===== config.mk =====
export PLATFORM = sky130hd
export DESIGN_NAME = mult_sched
export DESIGN_NICKNAME = d
export VERILOG_FILES = /design/src/rtl/mult_sched.sv
export SDC_FILE = /design/constraint.sdc
export NUM_CORES = 1
export LEC_CHECK = 0
export CAP_MARGIN = 20
export CORE_AREA = 2 2 353 355
export CTS_CLUSTER_DIAMETER = 50
export DETAILED_ROUTE_END_ITERATION = 6
export DIE_AREA = 0 0 355 357
export PLACE_DENSITY_LB_ADDON = 0.12
export SETUP_SLACK_MARGIN = 0.05
export SLEW_MARGIN = 20
export SYNTH_ARGS = -nofsm -noshare
export SYNTH_HDL_FRONTEND = slang
export SYNTH_SLANG_ARGS = --single-unit

===== constraint.sdc =====
create_clock -name clk -period 11.6 [get_ports clk]
set_input_delay 2.32 -clock clk [delete_from_list [all_inputs] [get_ports clk]]
set_output_delay 2.32 -clock clk [all_outputs]
set_load 0.01 [all_outputs]

===== src/rtl/mult_sched.sv =====
// Round-robin scheduler sharing one pipelined multiplier among NREQ requesters.
// Per-requester credit counters bound in-flight work; a tag pipeline routes results back.
module mult_sched #(
  parameter int WIDTH  = 64,
  parameter int NREQ   = 4,
  parameter int LAT    = WIDTH,
  parameter int MAXOUT = 8,
  localparam int IDW   = (NREQ > 1) ? $clog2(NREQ) : 1
) (
  input  logic                    clk,
  input  logic                    rst,
  input  logic [NREQ-1:0]         req_valid,
  output logic [NREQ-1:0]         req_ready,
  input  logic [NREQ*WIDTH-1:0]   req_a,
  input  logic [NREQ*WIDTH-1:0]   req_b,
  output logic [WIDTH-1:0]        mul_a,
  output logic [WIDTH-1:0]        mul_b,
  input  logic [2*WIDTH-1:0]      mul_y,
  output logic                    res_valid,
  output logic [IDW-1:0]          res_id,
  output logic [2*WIDTH-1:0]      res_y,
  output logic                    busy
);

  localparam int CW = $clog2(MAXOUT + 1);

  logic [CW-1:0]    cnt_q [NREQ];
  logic [CW-1:0]    cnt_d [NREQ];
  logic [IDW-1:0]   ptr_q, ptr_d;
  logic [LAT:0]     vld_q, vld_d;
  logic [IDW-1:0]   id_q [LAT+1];
  logic [IDW-1:0]   id_d [LAT+1];

  logic [NREQ-1:0]   eligible;
  logic [2*NREQ-1:0] rot;
  logic              gnt_found;
  logic [IDW-1:0]    gnt_id;
  logic [NREQ-1:0]   inc_vec, dec_vec;
  int                gnt_sum;

  always_comb begin
    eligible = '0;
    for (int i = 0; i < NREQ; i++) begin
      eligible[i] = req_valid[i] && (cnt_q[i] < CW'(MAXOUT));
    end
  end

  // Rotating the doubled eligibility vector by ptr puts the search start at bit 0.
  always_comb begin
    rot       = {eligible, eligible} >> ptr_q;
    gnt_found = 1'b0;
    gnt_sum   = 0;
    gnt_id    = '0;
    for (int j = 0; j < NREQ; j++) begin
      if (!gnt_found && rot[j]) begin
        gnt_found = 1'b1;
        gnt_sum   = int'(ptr_q) + j;
      end
    end
    if (gnt_sum >= NREQ) begin
      gnt_sum = gnt_sum - NREQ;
    end
    gnt_id = IDW'(gnt_sum);
  end

  always_comb begin
    req_ready = '0;
    mul_a     = '0;
    mul_b     = '0;
    ptr_d     = ptr_q;
    if (gnt_found) begin
      req_ready[gnt_id] = 1'b1;
      mul_a = req_a[int'(gnt_id)*WIDTH +: WIDTH];
      mul_b = req_b[int'(gnt_id)*WIDTH +: WIDTH];
      ptr_d = (int'(gnt_id) == NREQ - 1) ? '0 : gnt_id + 1'b1;
    end
  end

  // The tag pipeline never stalls; its last stage lines up with mul_y.
  always_comb begin
    vld_d    = {vld_q[LAT-1:0], gnt_found};
    id_d[0]  = gnt_id;
    for (int i = 1; i <= LAT; i++) begin
      id_d[i] = id_q[i-1];
    end
  end

  always_comb begin
    inc_vec = '0;
    dec_vec = '0;
    for (int i = 0; i < NREQ; i++) begin
      inc_vec[i] = gnt_found && (gnt_id == IDW'(i));
      dec_vec[i] = vld_q[LAT] && (id_q[LAT] == IDW'(i));
      cnt_d[i]   = cnt_q[i];
      if (inc_vec[i] && !dec_vec[i]) begin
        cnt_d[i] = cnt_q[i] + 1'b1;
      end else if (dec_vec[i] && !inc_vec[i]) begin
        cnt_d[i] = cnt_q[i] - 1'b1;
      end
    end
  end

  always_ff @(posedge clk or posedge rst) begin
    if (rst) begin
      ptr_q <= '0;
      vld_q <= '0;
      for (int i = 0; i <= LAT; i++) begin
        id_q[i] <= '0;
      end
      for (int i = 0; i < NREQ; i++) begin
        cnt_q[i] <= '0;
      end
    end else begin
      ptr_q <= ptr_d;
      vld_q <= vld_d;
      for (int i = 0; i <= LAT; i++) begin
        id_q[i] <= id_d[i];
      end
      for (int i = 0; i < NREQ; i++) begin
        cnt_q[i] <= cnt_d[i];
      end
    end
  end

  assign res_valid = vld_q[LAT];
  assign res_id    = id_q[LAT];
  assign res_y     = mul_y;
  assign busy      = |vld_q;

endmodule


Word-level counts from Yosys, hierarchy flattened. Index checks and enable logic that the tools add are counted.

Output and inout port bits: 264. Bits in registers: 213. Input bits: 646. Logic and storage cells: 166.

Muxes and demuxes: 23. Equality and inequality tests: 7. Order comparisons: 7. Shifts and indexed selects: 3. Reductions and logical operators: 42. $add $sub $neg: 13.

Operator list (number): variable part select 256 x 9 -> 64 bit (2); two-way mux 64 bit (2); two-way mux 32 bit (3); OR reduction 65 bit (1); two-way mux 4 bit (9); >= comparator 32 x 4 -> 1 bit, second input constant (1); logical AND 1 bit (24); adder 4 x 1 -> 4 bit, second input constant (4); less-than comparator 4 bit, second input constant (4); subtractor 4 x 1 -> 4 bit, second input constant (4); logical NOT 1 bit (11); equality test 2 bit, second input constant (4); nonzero test 2 bit (4); >> shifter 8 x 2 -> 4 bit (1); adder 2 x 2 -> 3 bit, second input constant (2); equality test 2 x 1 -> 1 bit, second input constant (3); two-way mux 2 bit (3); two-way mux 1 bit (5); logical NOT 2 bit (2); adder 2 x 1 -> 3 bit, second input constant (1); less-than comparator 2 x 3 -> 1 bit, second input constant (1); adder 2 x 1 -> 2 bit, second input constant (1); demux 1 bit (select 2 bit) (1); >= comparator 2 x 1 -> 1 bit, second input constant (1); subtractor 2 x 1 -> 2 bit, second input constant (1).

Logic depth before layout (Yosys ltp). Gate-level depths: netlist of the first run.

Depth in word-level cells: 21. Depth in mapped cells: 18.

Worst setup path before layout of the first run. Ideal clock, no wire load.

Path type: input to output. From: input port req_valid[0]. To: output port mul_a[0]. Slack: 5590 ps. Buffers on the path: 3. Required time: 9280 ps. Stages on the path: 8. Arrival: 3690 ps. Cell sequence: or2b_4 -> nor2_1 -> o31a_1 -> or2_1 -> buf_6 -> buf_6 -> buf_6 -> o22ai_1.

Longest elaborated chain between the ends: 16. Elaborated cells on any way between the ends: 21. Those cells by class: add/sub: 1; order compare: 1; shift: 2; mux: 10; reduce/logical: 7.

RTL lines: start: declaration (RTL line 12) `input logic [NREQ-1:0] req_valid,`; logical AND 1 bit * (RTL line 44) `eligible[i] = req_valid[i] && (cnt_q[i] < CW'(MAXOUT));`; >> shifter 8 x 2 -> 4 bit * (RTL line 50) `rot = {eligible, eligible} >> ptr_q;`; two-way mux 1 bit (RTL line 55) `if (!gnt_found && rot[j]) begin`; logical NOT 1 bit (RTL line 55); logical AND 1 bit (RTL line 55); two-way mux 1 bit (RTL line 55); logical NOT 1 bit (RTL line 55); logical AND 1 bit (RTL line 55); two-way mux 1 bit (RTL line 55); logical NOT 1 bit (RTL line 55); logical AND 1 bit (RTL line 55); two-way mux 32 bit (RTL line 55); >= comparator 32 x 4 -> 1 bit / subtractor 2 x 1 -> 2 bit (equally long branches) (RTL line 60, 61); two-way mux 2 bit (RTL line 60) `if (gnt_sum >= NREQ) begin`; variable part select 256 x 9 -> 64 bit (RTL line 73) `mul_a = req_a[int'(gnt_id)*WIDTH +: WIDTH];`; two-way mux 64 bit * (RTL line 71) `if (gnt_found) begin`; end: declaration (RTL line 16) `output logic [WIDTH-1:0] mul_a,`.

Mark *: on every way between the ends. The rest lies on a longest branch, timed or not.

Final worst setup path of the first run.
From: input port req_valid[2]. To: output port mul_b[3].

Longest elaborated chain between the ends: 16. Elaborated cells on any way between the ends: 21. Those cells by class: add/sub: 1; order compare: 1; shift: 2; mux: 10; reduce/logical: 7.

RTL lines: logical AND 1 bit * (RTL line 44); >> shifter 8 x 2 -> 4 bit * (RTL line 50); two-way mux 1 bit (RTL line 55); logical NOT 1 bit (RTL line 55); logical AND 1 bit (RTL line 55); two-way mux 1 bit (RTL line 55); logical NOT 1 bit (RTL line 55); logical AND 1 bit (RTL line 55); two-way mux 1 bit (RTL line 55); logical NOT 1 bit (RTL line 55); logical AND 1 bit (RTL line 55); two-way mux 32 bit (RTL line 55); >= comparator 32 x 4 -> 1 bit / subtractor 2 x 1 -> 2 bit (equally long branches) (RTL line 60, 61); two-way mux 2 bit (RTL line 60); variable part select 256 x 9 -> 64 bit (RTL line 74) `mul_b = req_b[int'(gnt_id)*WIDTH +: WIDTH];`; two-way mux 64 bit * (RTL line 71); end: declaration (RTL line 17) `output logic [WIDTH-1:0] mul_b,`.

Marks and branches as above.

==> results of run 1 <==
metrics by stage:
stage               total power [mW]   util  setup slack (ps)  area (µm²)  instances
floorplan                       2.62      -              3460       11100        912
global placement                3.94  0.149              2930       18300       3020
detailed placement              3.92  0.149              2940       18300       3020
CTS                             4.71  0.155              2930       19100       3061
global route                    4.92  0.155              2820       19100       3066
finish                          4.60  0.156              3110       19100       3072
cells by family after synthesis:
family	Yosys count	synth area share
AO/OA/AOI/OAI	152	0.0854
XOR/XNOR	16	0.0126
adder cells (fa/ha/maj)	17	0.0218
buffers and inverters	196	0.139
flip-flops	213	0.478
multiplexers	261	0.235
AND/OR/NAND/NOR	57	0.0278
area by class of cell:
class | instances | area [µm²] | share of cell area
timing repair buffer | 659 | 6620 | 0.346
sequential | 213 | 5330 | 0.279
multi-input combinational | 503 | 4290 | 0.224
tap | 1637 | 2050 | 0.107
clock buffer | 26 | 629 | 0.0329
clock inverter | 15 | 148 | 0.00772
inverter | 8 | 37.5 | 0.00196
antenna | 11 | 27.5 | 0.00144
worst max-delay path, cell delays in order:
cell	delay, ps
clkdlybuf4s50_1	530
nand2b_1	210
o21ai_1	260
a32o_4	450
buf_12	620
mux2i_1	730
o22ai_1	180
clkdlybuf4s50_1	550
cells in the mapped netlist, drive strengths merged, types with 2 or more instances:
| library cell | count |
|---|---|
| dfrtp | 213 |
| xor2 | 4 |
| xnor2 | 12 |
| nand3b | 2 |
| nand2b | 3 |
| o21ai | 7 |
| inv | 8 |
| a21o | 4 |
| nand4 | 4 |
| nand3 | 2 |
| clkbuf | 13 |
| mux2 | 5 |
| nand2 | 8 |
| buf | 175 |
| a21oi | 7 |
| nor2b | 4 |
| mux2i | 256 |
| ha | 13 |
| nor4 | 16 |
| a32o | 2 |
| o22ai | 129 |
| fa | 4 |
| nor2 | 13 |
routing by layer:
metal / vias to the layer above / share of wire / track usage
met1: 4706 / 0.35 / 0.143
li1: 4208 / - / -
met4: 54 / 0.016 / 0.0197
met2: 781 / 0.43 / 0.211
met5: - / 0.011 / 0.0378
met3: 188 / 0.19 / 0.131
registers in the layout, summed over array words and instances, names as in the netlist:
name and cells:
ptr_q 2, id_d 128, cnt_q 16, vld_q 65
res_id 2
power breakdown:
part	leakage (nW)	switching [mW]	internal, mW
Sequential	2.74	0.118	0.982
Combinational	4.13	1.42	1.33
Clock	0.375	0.321	0.423
final timing paths:
kind | endpoint | start | slack [ps]
setup / recovery | mul_b[3] | req_valid[2] | 3110
hold / removal | id_d[28] | id_d[30] | 340
setup reg to reg | cnt_q[3] | cnt_q[7] | 7820
hold reg to reg | id_d[28] | id_d[30] | 340
max in group asynchronous | id_d[97] | rst | 7660
min in group asynchronous | vld_q[55] | rst | 2400
==> metrics.md, run 1 <==
| Metric | Value |
|---|---|
| H-tree Lvls | `1` |
| Final setup vio count | `0` |
| Status | `finished clean` |
| Main synth FF type | `dfrtp_1` |
| Antenna violations before repair | `94` |
| Reg clk slew, reported paths | `70 ps` |
| R2r worst-path depth | `15` |
| Cell Pwr Density | `241 nW/µm²` |
| CTS tree | `yes` |
| Postcts setup bufs | `0` |
| Cts-stage hold buffer count | `0` |
| Synth area leaders | `dfrtp_1 48%, mux2i_1 23%, buf_4 8.6%, o22ai_1 7.2%, buf_6 2.5%` |
| Asr flop ratio synth | `1.00` |
| Worst-case clock skew | `19.6 ps` |
| Slew Viols, Final | `0` |
| Cell Area, Synth | `11100 µm²` |
| Die Footprint | `127000 µm²` |
| #FFs+latches synth | `213` |
| Gr ovfl total | `0` |
| TritonRoute pass-1 iters | `5` |
| Crit path DAT | `6170 ps` |
| Drt wl/cell | `30.2 µm` |
| WHS Path Cells | `0` |
| Netlist cell types | `38` |
| Yosys top cell area share | `0.478` |
| Syn Inst Count | `912` |
| Routed vias | `9937` |
| Initial Util | `0.0906` |
| Routability cong. | `0.816` |
| Largest net degree at the start of global routing | `139` |
| Most frequent cells in the layout | `653 x clkdlybuf4s50_1, 256 x mux2i_1, 213 x dfrtp_1, 129 x o22ai_1, 25 x clkbuf_16` |
| Hold Crit Class | `register to register` |
| Final wirelength | `92.7 mm` |
| CP max FO | `129` |
| Hold_ws | `340 ps` |
| Fillcell total | `13791` |
| Min Tclk post-route | `8490 ps` |
| Clk_lat worst skew | `520 ps` |
| Layout cells sized above 1 | `0.0400` |
| Hpwl dp | `79.3 mm` |
| Area delta synth->final | `71.6%` |
| Most common cell after layout, fill and taps aside | `clkdlybuf4s50_1` |
| Fin. Hold Viols | `0` |
| Clock Root Buffer | `clkbuf_16` |
| Vias in the first global route | `10496` |
| CTS Buffer Depth | `3` |
| Total negative setup slack | `0 ps` |
| # DRC | `0` |
| Die Ht | `357 µm` |
| Yosys warnings | `0` |
| Num CTS Buffers | `24` |
| Area leader, netlist | `dfrtp_1` |
| Critical path class | `input port to output port` |
| EDFF count, synth | `0` |
| Syn_nets | `1575` |
| Cts repair resizes | `0` |
| Startpoint type of the worst setup path | `input port` |
| Max-cap violations | `0` |
| Gr usage total | `0.141` |
| Avg Cell Area, Syn | `12.2 µm²` |
| Core area | `123000 µm²` |
| Leakage | `7.24 nW` |
| PortBufs | `653` |
| Num ports | `910` |
| Tcrit/Tclk final | `0.732` |
| CP Capture Type | `output port` |
| Worst IR Drop VDD | `0.000254 V` |
| Slew headroom | `0.271` |
| Register area share after synthesis | `0.478` |
| Rows | `129` |
| Worst EP required | `9280 ps` |
| Iteration-0 DRC Markers | `438` |
| Chip width | `355 µm` |
| First-pass GRT wire length | `115 mm` |
| Max frequency | `118 MHz` |
| Unrepaired setup endpoints after global routing | `false` |
| Final ANT Viol Nets | `0` |
| DR vias/cell | `3.23` |
| Fin nets | `2072` |
| Slew @ Worst Pin | `1090 ps` |
| Clock sinks | `213` |
(Power assumes the default switching activity.)
==> run 2: changes to the inputs <==
clock period = 7.9 ns   (was 11.6 ns; I/O delays follow)
==> run 2 against run 1 <==
Clock power is 44% higher. Largest power group unchanged. Utilization rose by 0.14 points. Power increased by 50%. Worst setup slack lost 2100 ps. Critical endpoint is now mul_b[27]. Sequential power rose by 46%. Global-route usage is 0.083 points higher.
==> metrics.md, run 2 (synthesized netlist as in run 1, its figures left out) <==
| Metric | Value |
|---|---|
| Gr usage total | `0.141 (+0.000833)` |
| Cts-stage hold buffer count | `0 (unchanged)` |
| Final Core Density | `0.157 (+0.00138)` |
| Total negative setup slack | `0 ps (unchanged)` |
| Crit path DAT | `5290 ps (-880 ps)` |
| WHS Path Cells | `0 (unchanged)` |
| Clock Root Buffer | `clkbuf_16` |
| Reg clk slew, reported paths | `60 ps (about the same)` |
| Cell Pwr Density | `357 nW/µm² (+49%)` |
| Slew headroom | `0.404 (+0.133)` |
| Max-cap violations | `0 (unchanged)` |
| Chip width | `355 µm (unchanged)` |
| Hold Crit Class | `register to register` |
| Slew @ Worst Pin | `894 ps (-200 ps)` |
| Leakage | `7.33 nW (+1.2%)` |
| Postcts setup bufs | `0 (unchanged)` |
| Num ports | `910 (unchanged)` |
| DR vias/cell | `3.20 (-1.1%)` |
| Pwr Total | `6.90 mW (+50%)` |
| Post-place setup slack | `1070 ps (-1870 ps)` |
| Vias in the first global route | `10530 (+0.32%)` |
| Slew Viols, Final | `0 (unchanged)` |
| CP Capture Type | `output port` |
| Core area | `123000 µm² (unchanged)` |
| Final wirelength | `93.7 mm (+1.0%)` |
| Worst IR Drop VDD | `0.000150 V (-41%)` |
| Status | `finished clean` |
| Startpoint type of the worst setup path | `input port` |
| TritonRoute pass-1 iters | `4 (-1)` |
| Die Footprint | `127000 µm² (unchanged)` |
| # DRC | `0 (unchanged)` |
| PortBufs | `653 (unchanged)` |
| Min Tclk post-route | `6870 ps` |
| CTS tree | `yes` |
| Placed Cells | `3034 (+0.46%)` |
| Layout cells sized above 1 | `0.0466 (+0.00653)` |
| Routability cong. | `0.844 (+3.4%)` |
| Worst path max stage delay | `680 ps (-50 ps)` |
| H-tree Lvls | `1 (unchanged)` |
| Num CTS Buffers | `24 (unchanged)` |
| Max frequency | `146 MHz` |
| CP Cell Sequence | `clkdlybuf4s50_1 > nand2b_1 > o21ai_1 > a32o_4 > buf_12 > buf_4 > mux2i_1 > o22ai_1 > clkdlybuf4s50_1` |
| Unrepaired setup endpoints after global routing | `false` |
| R2r worst-path depth | `15 (unchanged)` |
| Rows | `129 (unchanged)` |
| First-pass GRT wire length | `116 mm (+0.48%)` |
| Tcrit/Tclk final | `0.869` |
| CTS Buffer Depth | `3 (unchanged)` |
| Initial Util | `0.0906 (unchanged)` |
| Clock sinks | `213 (unchanged)` |
| Hpwl dp | `81.1 mm (+2.3%)` |
| Critical path depth in cells | `9 (+1)` |
| CP max FO | `39 (-70%)` |
| R2R Setup Slk | `4600 ps (-3220 ps)` |
| Worst-case clock skew | `39.6 ps (+19.9 ps)` |
| Gr ovfl total | `0 (unchanged)` |
| Fin nets | `2086 (+0.68%)` |
| Clk_lat worst skew | `540 ps (+20 ps)` |
| Cell family with the largest share of critical-path delay | `buffers and inverters` |
| Worst EP required | `6320 ps (-2960 ps)` |
| Area delta synth->final | `73.1%` |
| Most frequent cells in the layout | `653 x clkdlybuf4s50_1, 256 x mux2i_1, 213 x dfrtp_1, 129 x o22ai_1, 24 x clkbuf_16` |
| Antenna violations before repair | `82 (-13%)` |
| Crit-path slowest cell | `clkdlybuf4s50_1` |
| Final ANT Viol Nets | `0 (unchanged)` |
| Critical path class | `input port to output port` |
| Most common cell after layout, fill and taps aside | `clkdlybuf4s50_1` |
| Die Ht | `357 µm (unchanged)` |
| Largest net degree at the start of global routing | `85 (-39%)` |
| Routed vias | `9897 (-0.40%)` |
| Fin. Hold Viols | `0 (unchanged)` |
| Max reg flops | `128 (unchanged)` |
| Setup ws final | `1030 ps (-2080 ps)` |
| Drt wl/cell | `30.3 µm (+0.32%)` |
| Most frequent CP cell | `clkdlybuf4s50_1` |
| Crit path buf inv count | `4 (+1)` |
| Iteration-0 DRC Markers | `475 (+8.4%)` |
| Cts repair resizes | `0 (unchanged)` |
| Non-Filler Instances | `3093 (+0.68%)` |
| Final setup vio count | `0 (unchanged)` |
-- run 2: report_power, final --
| group | internal [mW] | total (mW) | switching (mW) |
|---|---|---|---|
| Sequential | 1.44 | 1.61 | 0.170 |
| Combinational | 2.03 | 4.21 | 2.18 |
| Clock | 0.620 | 1.07 | 0.449 |
-- run 2: worst paths after layout --
path | startpoint | to
worst max register to register | cnt_q[7] | cnt_q[3]
worst max-delay path | req_valid[2] | mul_b[27]
worst min register to register | id_d[106] | id_d[104]
worst min-delay path | id_d[106] | id_d[104]
max in group asynchronous | rst | id_d[49]
min in group asynchronous | rst | id_d[68]
-- run 2: cell type report --
cell class	instances	area, µm²
Clock buffer	32	651
Multi-Input combinational cell	503	4290
Clock inverter	10	115
Sequential cell	213	5330
Fill cell	13758	104000
Inverter	8	37.5
Antenna cell	17	42.5
Timing Repair Buffer	673	6790
Tap cell	1637	2050
-- run 2: metal layers --
metal / vias up / share of wire / GRT usage / wire length (µm)
met3: 170 / 0.20 / 0.136 / 18700
met1: 4665 / 0.35 / 0.142 / 32400
met4: 68 / 0.018 / 0.0244 / 1690
li1: 4240 / - / - / -
met5: - / 0.013 / 0.0463 / 1170
met2: 754 / 0.42 / 0.208 / 39700
-- run 2: through the flow --
stage / hold WS [ps] / cell area, µm²
after floorplan: 331 / 11100
after global placement: 334 / 18500
after detailed placement: 335 / 18500
after CTS: 308 / 19300
after global routing: 319 / 19300
final: 310 / 19300
-- run 2: worst reg2reg max path: stages, from the launching register on --
cell and delay [ps]:
dfrtp_1 380, nand2b_1 280, o221ai_1 260, o31a_1 240, or2_4 300, inv_1 80
ha_1 190, and2_1 170, ha_1 230, inv_1 120, ha_1 240, a21o_1 170
a21oi_1 180, xnor2_1 140, nor2_1 70, xor2_1 140
